===== config.mk =====
export PLATFORM = sky130hd
export DESIGN_NAME = pow2_sequencer_flat
export DESIGN_NICKNAME = d
export VERILOG_FILES = /design/src/rtl/pow2_sequencer_if.sv /design/src/rtl/pow2_sequencer.sv /design/src/flat_wrapper.sv
export SDC_FILE = /design/constraint.sdc
export NUM_CORES = 1
export LEC_CHECK = 0
export ABC_AREA = 1
export BUFFER_PORTS_ARGS = -buffer_cell sky130_fd_sc_hd__buf_2
export CAP_MARGIN = 20
export CORE_AREA = 10 10 47 49
export CTS_BUF_LIST = sky130_fd_sc_hd__clkbuf_4 sky130_fd_sc_hd__clkbuf_8 sky130_fd_sc_hd__clkbuf_16
export DETAILED_ROUTE_END_ITERATION = 8
export DIE_AREA = 0 0 57 59
export SYNTH_ARGS = -nofsm -noshare
export SYNTH_HDL_FRONTEND = slang
export SYNTH_SLANG_ARGS = --single-unit

===== constraint.sdc =====
create_clock -name clk -period 1.2 [get_ports clk]
set_clock_uncertainty 0.05 [all_clocks]
set_input_delay 0.06 -clock clk [delete_from_list [all_inputs] [get_ports clk]]
set_output_delay 0.06 -clock clk [all_outputs]
set_load 0.03 [all_outputs]

===== src/rtl/pow2_sequencer_if.sv =====
// Request/result bundle for pow2_sequencer.
//   start_valid / start_ready / exp : exponent request handshake
//   out_val                         : current word, zero or one-hot
//   busy / done                     : in-progress flag, one-cycle completion pulse
//   err                             : out-of-range pulse (only when POW2_ERR_EN is defined)
// master: requester side.  slave: the sequencer.
interface pow2_sequencer_if #(
  parameter int unsigned WIDTH = 4,
  parameter int unsigned EXP_W = 2
);
  logic             start_valid;
  logic             start_ready;
  logic [EXP_W-1:0] exp;
  logic [WIDTH-1:0] out_val;
  logic             busy;
  logic             done;
`ifdef POW2_ERR_EN
  logic             err;

  modport master (
    output start_valid, exp,
    input  start_ready, out_val, busy, done, err
  );
  modport slave (
    input  start_valid, exp,
    output start_ready, out_val, busy, done, err
  );
`else
  modport master (
    output start_valid, exp,
    input  start_ready, out_val, busy, done
  );
  modport slave (
    input  start_valid, exp,
    output start_ready, out_val, busy, done
  );
`endif
endinterface


===== src/rtl/pow2_sequencer.sv =====
// Power-of-two sequencer: accepts an exponent over a valid/ready handshake, then walks a single
// 1 from bit 0 up to bit exp, one position per clock, holds 2^exp and pulses done.
// Ports:
//   clk : rising-edge clock
//   rst : asynchronous, active-high reset
//   bus : pow2_sequencer_if.slave (start_valid/start_ready/exp in, out_val/busy/done out)
// Optional macro POW2_ERR_EN: adds bus.err; an out-of-range exponent is accepted, leaves out_val
// alone and pulses err instead of running. Without it the exponent saturates to WIDTH-1.
module pow2_sequencer #(
  parameter int unsigned WIDTH = 4,  // one-hot word width, 2..32
  parameter int unsigned EXP_W = 2   // exponent width, 2**EXP_W >= WIDTH
) (
  input logic             clk,
  input logic             rst,
  pow2_sequencer_if.slave bus
);

  typedef enum logic [1:0] {StIdle, StShift, StDone} state_e;

  state_e           state_q, state_d;
  logic [EXP_W-1:0] target_q, target_d;
  logic [EXP_W-1:0] count_q, count_d;
  logic [WIDTH-1:0] out_q, out_d;
  logic             done_q, done_d;
`ifdef POW2_ERR_EN
  logic             err_q, err_d;
`endif

  logic             accept;
  logic             out_of_range;
  logic [EXP_W-1:0] capture;

  assign accept       = bus.start_valid && bus.start_ready;
  assign out_of_range = 32'(bus.exp) >= WIDTH;

`ifdef POW2_ERR_EN
  assign capture = bus.exp;
`else
  // Clamp so the walking 1 can never pass the MSB.
  assign capture = out_of_range ? EXP_W'(WIDTH - 1) : bus.exp;
`endif

  always_comb begin
    state_d  = state_q;
    target_d = target_q;
    count_d  = count_q;
    out_d    = out_q;
    done_d   = 1'b0;
`ifdef POW2_ERR_EN
    err_d    = 1'b0;
`endif
    unique case (state_q)
      StIdle: begin
        if (accept) begin
`ifdef POW2_ERR_EN
          if (out_of_range) begin
            err_d = 1'b1;
          end else begin
`else
          begin
`endif
            target_d = capture;
            count_d  = '0;
            out_d    = WIDTH'(1);
            if (capture == '0) begin
              state_d = StDone;
              done_d  = 1'b1;
            end else begin
              state_d = StShift;
            end
          end
        end
      end
      StShift: begin
        out_d   = out_q << 1;
        count_d = count_q + 1'b1;
        // count < target always holds here, so count+1 cannot wrap.
        if (count_q + 1'b1 == target_q) begin
          state_d = StDone;
          done_d  = 1'b1;
        end
      end
      StDone: begin
        state_d = StIdle;
      end
      default: begin
        state_d = StIdle;
      end
    endcase
  end

  always_ff @(posedge clk or posedge rst) begin
    if (rst) begin
      state_q  <= StIdle;
      target_q <= '0;
      count_q  <= '0;
      out_q    <= '0;
      done_q   <= 1'b0;
`ifdef POW2_ERR_EN
      err_q    <= 1'b0;
`endif
    end else begin
      state_q  <= state_d;
      target_q <= target_d;
      count_q  <= count_d;
      out_q    <= out_d;
      done_q   <= done_d;
`ifdef POW2_ERR_EN
      err_q    <= err_d;
`endif
    end
  end

  // Ready is withheld while reset is applied so no request slips in during it.
  assign bus.start_ready = (state_q == StIdle) && !rst;
  assign bus.busy        = (state_q != StIdle);
  assign bus.done        = done_q;
  assign bus.out_val     = out_q;
`ifdef POW2_ERR_EN
  assign bus.err         = err_q;
`endif

endmodule


===== src/flat_wrapper.sv =====
// flat-port wrapper written by rule: the top's interface ports become plain ports
module pow2_sequencer_flat 
#(
  parameter int unsigned WIDTH = 4,                              
  parameter int unsigned EXP_W = 2                                       
)
  (clk, rst, bus_start_valid, bus_exp, bus_start_ready, bus_out_val, bus_busy, bus_done);
  pow2_sequencer_if #(.WIDTH(WIDTH), .EXP_W(EXP_W)) bus_i ();
  input logic clk;
  input logic rst;
  input wire logic [$bits(bus_i.start_valid)-1:0] bus_start_valid;
  input wire logic [$bits(bus_i.exp)-1:0] bus_exp;
  output wire logic [$bits(bus_i.start_ready)-1:0] bus_start_ready;
  output wire logic [$bits(bus_i.out_val)-1:0] bus_out_val;
  output wire logic [$bits(bus_i.busy)-1:0] bus_busy;
  output wire logic [$bits(bus_i.done)-1:0] bus_done;
  assign bus_i.start_valid = bus_start_valid;
  assign bus_i.exp = bus_exp;
  assign bus_start_ready = bus_i.start_ready;
  assign bus_out_val = bus_i.out_val;
  assign bus_busy = bus_i.busy;
  assign bus_done = bus_i.done;
  pow2_sequencer #(.WIDTH(WIDTH), .EXP_W(EXP_W)) u_core (.clk(clk), .rst(rst), .bus(bus_i));
endmodule

==> results of run 1 <==
==> cell type report <==
class                   instances  area, µm²  share of cell area (%)
clock buffers                   4       30.0                    4.42
flip-flops and latches         11        275                    40.5
repair buffers                 18        121                    17.9
well taps                      16       20.0                    2.95
multi-input cells              36        186                    27.4
inverters                      12       46.3                    6.81
==> placed cells by master, fill, tap and decap left out <==
| cell | count |
|---|---|
| nand3_1 | 5 |
| buf_2 | 10 |
| nand2_2 | 1 |
| buf_4 | 4 |
| dlygate4sd3_1 | 3 |
| o22ai_1 | 2 |
| inv_2 | 4 |
| nor2_1 | 1 |
| nor2_4 | 1 |
| o21ai_1 | 6 |
| o21ai_0 | 1 |
| clkbuf_4 | 4 |
| nand2_1 | 15 |
| nor2_2 | 2 |
| clkinv_2 | 1 |
| dfrtp_1 | 11 |
| nand4_1 | 1 |
| buf_6 | 1 |
| inv_1 | 7 |
| nand3_4 | 1 |
==> worst max-delay path, stage by stage (launching register included) <==
cell and delay, ps:
dfrtp_1 390, nor2_2 150, inv_2 50, nor2_2 80
buf_6 130
==> cells by family (layout without fill, tap and decap cells) <==
family	count (synthesis)	in the layout	synth area share, %
buf+inv	12	34	9.30
compound gates	9	9	9.55
flops	11	11	55.3
simple gates	27	27	25.9
==> sequential cells by signal, summed over array words and instances (netlist names) <==
| register | flops |
|---|---|
| u_core.bus.out_val | 4 |
| u_core.bus.done | 1 |
| u_core.target_q | 2 |
| u_core.state_q | 2 |
| u_core.count_q | 2 |
==> routing by layer <==
metal / global-route usage, % / wire length, µm / vias up
li1: - / - / 231
met1: 7.12 / 424 / 205
met2: 11.2 / 497 / 12
met3: 3.86 / 100 / 4
met4: 8.05 / 48 / 0
met5: 0 / 0 / -
==> final timing paths <==
check	from	to	slack (ps)	cells past startpoint
max reg2reg	u_core.state_q[1]	u_core.bus.out_val[1]	90	5
min	bus_start_valid	u_core.bus.out_val[0]	70	3
max in group asynchronous	rst	u_core.bus.out_val[1]	590	4
max	u_core.state_q[0]	bus_start_ready	10	4
min reg2reg	u_core.bus.out_val[3]	u_core.bus.out_val[3]	480	2
min in group asynchronous	rst	u_core.target_q[1]	360	4
==> timing repair <==
action	in CTS	in global routing
gates cloned	0	0
endpoints found under the hold margin	14	0
hold buffers	3	0
pin swaps	1	1
setup endpoints to repair	1	1
resized for setup	2	2
setup buffers	2	1
==> stage by stage <==
stage / hold slack, ps / setup WS [ps] / area, µm² / total power (µW) / util, %
after floorplan: -122 / 109 / 500 / 1310 / -
after global placement: 60.0 / 173 / 583 / 1530 / 41.6
after detailed placement: 66.8 / 160 / 583 / 1550 / 41.6
after CTS: 103 / 11.2 / 664 / 1890 / 47.4
after global routing: 100 / -45.5 / 679 / 2090 / 48.5
final: 69.5 / 10.7 / 679 / 1910 / 48.5
==> power groups by stage <==
| stage | Clock, µW | Sequential (µW) | Combinational, µW |
|---|---|---|---|
| 2_1_floorplan | 0 | 787 | 524 |
| 3_3_place_gp | 0 | 647 | 884 |
| 4_1_cts | 280 | 640 | 971 |
| 6_report | 272 | 638 | 998 |
| 5_1_grt | 301 | 663 | 1120 |
| 3_5_place_dp | 0 | 651 | 896 |
==> results.toml, run 1 <==
[timing]
rsz0062_at_grt = "true"
fmax_mhz = 841
tns_ps = 0
hold_viol = 0
setup_violations = 0
drv_slew = 0
relSlewSlack_pct = 88.6
period_needed_ps = 1190
fin_crit_sh_pct = 99.1
tightest_slew_ps = 171

[power]
switching_share_pct = 45.5
clock_power_share_pct = 14.3
pwr-share-seq_pct = 33.5
netSwitchingPower_uw = 868
peakVddDrop_mv = 0.892
p_leak_uw = 0.000370
p_per_area_nw_per_um2 = 2810
power_frac_comb_pct = 52.3
p_int_uw = 1040

[clocking]
clockRootBuffer = "clkbuf_4"
cts_buffers = 3
clkSinkCount = 11
cts_tree = "built"
clock_latency_ps = 270
clk_pin_slew_ps = 70
htreeDepth = 1
cts_max_path_buffers = 2

[critical_path]
critPathCaptureType = "primary output"
critPathLaunchType = "flop"
cp.required_ps = 1090
cp.arrival_ps = 1080
path_class = "reg2out"
critPathMaxFanout = 2

[drt]
initialDrtViolationCount = 4
vias = 452
wl_per_cell_um = 11.0
drt_first_pass_iters = 2
viasPerCell = 4.66
wirelength_um = 1070
antenna_left = 0
drcViolationCount = 0

[finish]
antenna_cells = 0
areaGrowthSynthToFinish_pct = 36.4
nets = 87
final_cells = 97
fill_cells = 146
drive_gt1_share_pct = 35.8

[global_route]
antenna_found_initial = 0
grt_pass1_vias = 464
grt_pass1_wl_um = 1900
grt_start_max_net_pins = 12
overflow = 0
grt.total_usage_pct = 7.52

[job]
cap_violations = 0

[yosys]
synth_edf_count = 0
synth_largest_area_cell = "dfrtp_1"
synth_area_um2 = 498
synth.area.top_cells = "dfrtp_1, nand2_1, o21ai_1"
yosys-top-cells-count = "nand2_1, dfrtp_1, inv_1, o21ai_1, nand3_1"
syn_avg_cell_area_um2 = 8.44
ys.flop_type = "dfrtp_1"
synth_nets = 64
yosysTopAreaCellShare_pct = 55.3
ys_types = 15
synth_most_common_cell = "nand2_1"
synth.ff_latch_count = 11
ys.warnings.count = 0
postSynthCellCount = 59
async_reset_ff_share_pct = 100
yosysSeqAreaShare_pct = 55.3

[place]
dp_hpwl_um = 835
gp_congestion = 0.767
dp.cells = 87
port_buffers = 11

[floorplanning]
die_area_um2 = 3360
row_count = 14
core_area_um2 = 1400
io-pin-count = 12
die_h_um = 59
dieWidth_um = 57
initial_core_util_pct = 35.5

[status]
outcome = "finished, final reports clean"

[hold_path]
hold_path_class = "in2reg"
(Power assumes the default switching activity.)
==> run 2: changes to the inputs <==
- CORE_AREA: 10 10 47 49 -> 2 2 39 41
- DIE_AREA: 0 0 57 59 -> 0 0 41 43
==> results.toml, run 2 (synthesis gave the netlist of run 1 again) <==
[drt]
drcViolationCount = 0
vias = 460
initialDrtViolationCount = 9
antenna_left = 0
viasPerCell = 4.69
wirelength_um = 952
drt_first_pass_iters = 4
wl_per_cell_um = 9.71

[job]
cap_violations = 0

[finish]
nets = 88
final_cell_mix = "nand2_1, dfrtp_1, buf_2, inv_1, o21ai_1"
largest_reg_flops = 4
drive_gt1_share_pct = 35.4
areaGrowthSynthToFinish_pct = 36.4
antenna_cells = 0
fill_cells = 127
layout_commonest_cell = "nand2_1"

[global_route]
grt_pass1_wl_um = 1550
grt.total_usage_pct = 13.1
antenna_found_initial = 0
grt_pass1_vias = 410
overflow = 0
grt_start_max_net_pins = 12

[clocking]
clk_pin_slew_ps = 70
cts_max_path_buffers = 2
clkSinkCount = 11
cts_buffers = 3
clockRootBuffer = "clkbuf_4"
htreeDepth = 1
clock_latency_ps = 270
cts_tree = "built"

[critical_path]
cp.required_ps = 1090
cp.arrival_ps = 1090
critPathCaptureType = "primary output"
cp_slowest_stage_delay_ps = 390
path_delay_family = "flip-flops"
r2r_end = "u_core.bus.out_val[1]"
critPathLaunchType = "flop"
crit_path_top_delay_cell = "dfrtp_1"
crit_path_frequent_cell = "nor2_2"
reg2reg_depth = 6
path_buf_inv = 2
cp.depth = 4
critPathMaxFanout = 2
r2r_slack_ps = 90
reg2reg_from = "u_core.state_q[0]"
path_class = "reg2out"
crit_path_cell_trace = "nor2_2 -> inv_1 -> nor2_2 -> buf_6"

[hold_path]
min_path_cells = 3
hold_path_class = "in2reg"
min_from = "bus_start_valid"
min_to = "u_core.bus.out_val[0]"

[timing]
hold_viol = 0
rsz0062_at_grt = "true"
tightest_slew_ps = 169
setup_violations = 1
fmax_mhz = 833
relSlewSlack_pct = 88.7
fin_crit_sh_pct = 100
drv_slew = 0
tns_ps = -0.641
period_needed_ps = 1200
fin_ws_ps = -0.641

[floorplanning]
dieWidth_um = 41
row_count = 14
die_h_um = 43
die_area_um2 = 1760
initial_core_util_pct = 36.0
io-pin-count = 12
core_area_um2 = 1380

[place]
gp_congestion = 0.802
pre_cts_ws_ps = 175
port_buffers = 11
dp_hpwl_um = 658

[power]
peakVddDrop_mv = 1.13
p_per_area_nw_per_um2 = 2800
totalPowerFinal_uw = 1900
p_leak_uw = 0.000375

[status]
outcome = "finished with violations"
violations = "setup timing"
-- run 2: cell count changes in the layout (fill, tap and decap cells not counted) --
cell,before,now
inv_1,7,8
inv_2,4,3
buf_4,4,5
nand3_2,0,1
nand3_4,1,0
-- run 2: what timing repair did --
item	in CTS	in global routing
hold buffers	3	0
buffers inserted	3	1
gates resized for setup	2	0
setup endpoints to repair	1	2
endpoints found under the hold margin	13	0
pin swaps	1	1
-- run 2: how the worst max path moves through the flow --
stage / startpoint / end / slack [ps]
global placement: u_core.state_q[1] / u_core.bus.out_val[1] / 180
detailed placement: u_core.state_q[1] / u_core.bus.out_val[1] / 170
floorplan: u_core.state_q[1] / bus_start_ready / 110
global route: u_core.state_q[1] / bus_start_ready / -70
CTS: u_core.state_q[1] / bus_start_ready / 20
finish: u_core.state_q[1] / bus_start_ready / -0.6
-- run 2: tightest hold or removal path, delay by kind of cell --
family / cells / cell delay (ps)
buf+inv: 1 / 80
simple gates: 1 / 120
compound gates: 1 / 90
-- run 2: per-layer routing --
metal	up-vias	wire (µm)	global-route usage, %
li1	233	-	-
met1	216	435	16.4
met2	9	462	19.4
met3	2	40	3.14
met4	0	13	8.00
met5	-	0	0
-- run 2: final cells by class --
| cell class | count | area, µm² | area share [%] |
|---|---|---|---|
| sequential | 11 | 275 | 40.5 |
| multi-input combinational | 36 | 179 | 26.3 |
| timing repair buffer | 19 | 129 | 19.0 |
| inverter | 12 | 46.3 | 6.81 |
| clock buffer | 4 | 30.0 | 4.42 |
| tap | 16 | 20.0 | 2.95 |
-- run 2: power breakdown --
group | internal (µW) | switching, µW
Combinational | 366 | 632
Sequential | 537 | 93.9
Clock | 151 | 123
-- run 2: per-stage QoR --
step / hold WS (ps) / utilization (%) / std cells / instance area [µm²]
2_1_floorplan: -122 / - / 59 / 500
3_3_place_gp: 56.4 / 42.1 / 87 / 583
3_5_place_dp: 62.7 / 42.1 / 87 / 583
4_1_cts: 69.5 / 48.6 / 97 / 672
5_1_grt: 97.4 / 49.1 / 98 / 679
6_report: 71.3 / 49.1 / 98 / 679
==> run 3: changes to the inputs <==
- CTS_CLUSTER_DIAMETER: not set -> 60
- PLACE_DENSITY: not set -> 0.57
==> results.toml, run 3 (synthesis gave the netlist of run 1 again) <==
[clocking]
clkSinkCount = 11
htreeDepth = 1
cts_tree = "built"
clock_latency_ps = 260
cts_buffers = 3
cts_max_path_buffers = 2
clockRootBuffer = "clkbuf_4"
clk_pin_slew_ps = 70

[critical_path]
path_class = "reg2out"
critPathCaptureType = "primary output"
cp.required_ps = 1090
cp.arrival_ps = 1040
r2r_slack_ps = 100
critPathMaxFanout = 2
critPathLaunchType = "flop"
reg2reg_depth = 5

[floorplanning]
die_h_um = 43
core_area_um2 = 1380
die_area_um2 = 1760
row_count = 14
initial_core_util_pct = 36.0
dieWidth_um = 41
io-pin-count = 12

[timing]
rsz0062_at_grt = "true"
setup_violations = 0
tightest_slew_ps = 164
fin_crit_sh_pct = 96.2
period_needed_ps = 1150
fin_ws_ps = 45.3
hold_viol = 0
fmax_mhz = 866
drv_slew = 0
relSlewSlack_pct = 89.1

[global_route]
grt_pass1_wl_um = 1530
overflow = 0
grt_pass1_vias = 384
grt_start_max_net_pins = 12
antenna_found_initial = 0
grt.total_usage_pct = 13.5

[finish]
largest_reg_flops = 4
finish.utilization_pct = 48.0
drive_gt1_share_pct = 33.8
antenna_cells = 0
nets = 86
fill_cells = 137
layout_commonest_cell = "nand2_1"
final_cell_mix = "nand2_1, dfrtp_1, buf_2, inv_1, o21ai_1"
areaGrowthSynthToFinish_pct = 33.4

[place]
port_buffers = 11
dp_hpwl_um = 716
pre_cts_ws_ps = 151
gp_congestion = 0.808

[drt]
drt_first_pass_iters = 4
antenna_left = 0
drcViolationCount = 0
viasPerCell = 4.55
wl_per_cell_um = 9.51
initialDrtViolationCount = 15
vias = 437
wirelength_um = 913

[power]
p_per_area_nw_per_um2 = 2790
p_leak_uw = 0.000366
peakVddDrop_mv = 0.950

[status]
outcome = "finished, final reports clean"

[hold_path]
min_path_cells = 3
hold_path_class = "in2reg"

[job]
cap_violations = 0
run 3: changes by cell type in the layout (fill, tap and decap cells not counted):
cell | before | now
buf_4 | 5 | 3
run 3: routing by layer:
metal  track usage, %  share of wire, %
met1             17.7                45
met5                0                 0
met3             4.71               4.4
met2             18.4                48
met4             8.00               2.3
run 3: worst max-delay path, cell delays in order (launching register included):
cell	delay (ps)
dfrtp_1	390
nor2_2	120
inv_1	60
nor2_2	90
buf_6	130
run 3: what timing repair did:
item | 4_1_cts | 5_1_grt
hold buffers | 3 | 0
endpoints found under the hold margin | 12 | 0
endpoints found under the setup margin | 1 | 1
gates resized for setup | 2 | 0
buffers inserted | 2 | 0
pin swaps | 1 | 0
run 3: through the flow:
stage	area [µm²]	setup TNS [ps]	total power (µW)	hold slack [ps]	instances
after floorplan	500	0	1310	-122	59
after global placement	583	0	1520	63.3	87
after detailed placement	583	0	1530	69.2	87
after CTS	664	0	1870	104	96
after global routing	664	-39.0	2030	116	96
final	664	0	1850	98.4	96
run 3: final cells by class:
| type | instances | area [µm²] | share of cell area [%] |
|---|---|---|---|
| inverters | 12 | 46.3 | 6.97 |
| well taps | 16 | 20.0 | 3.01 |
| clock buffers | 4 | 30.0 | 4.52 |
| repair buffers | 17 | 114 | 17.1 |
| flip-flops and latches | 11 | 275 | 41.4 |
| multi-input cells | 36 | 179 | 26.9 |
run 3: path summary, 6_finish.rpt:
check,from,endpoint
max reg2reg,u_core.state_q[1],u_core.bus.out_val[1]
max in group asynchronous,rst,u_core.target_q[0]
min reg2reg,u_core.bus.out_val[3],u_core.bus.out_val[3]
min,bus_start_valid,u_core.bus.out_val[0]
min in group asynchronous,rst,u_core.count_q[0]
max,u_core.state_q[1],bus_start_ready
run 3: power by group:
group	switching, µW	total, µW	internal, µW
Clock	123	274	151
Sequential	94.8	632	537
Combinational	618	945	327
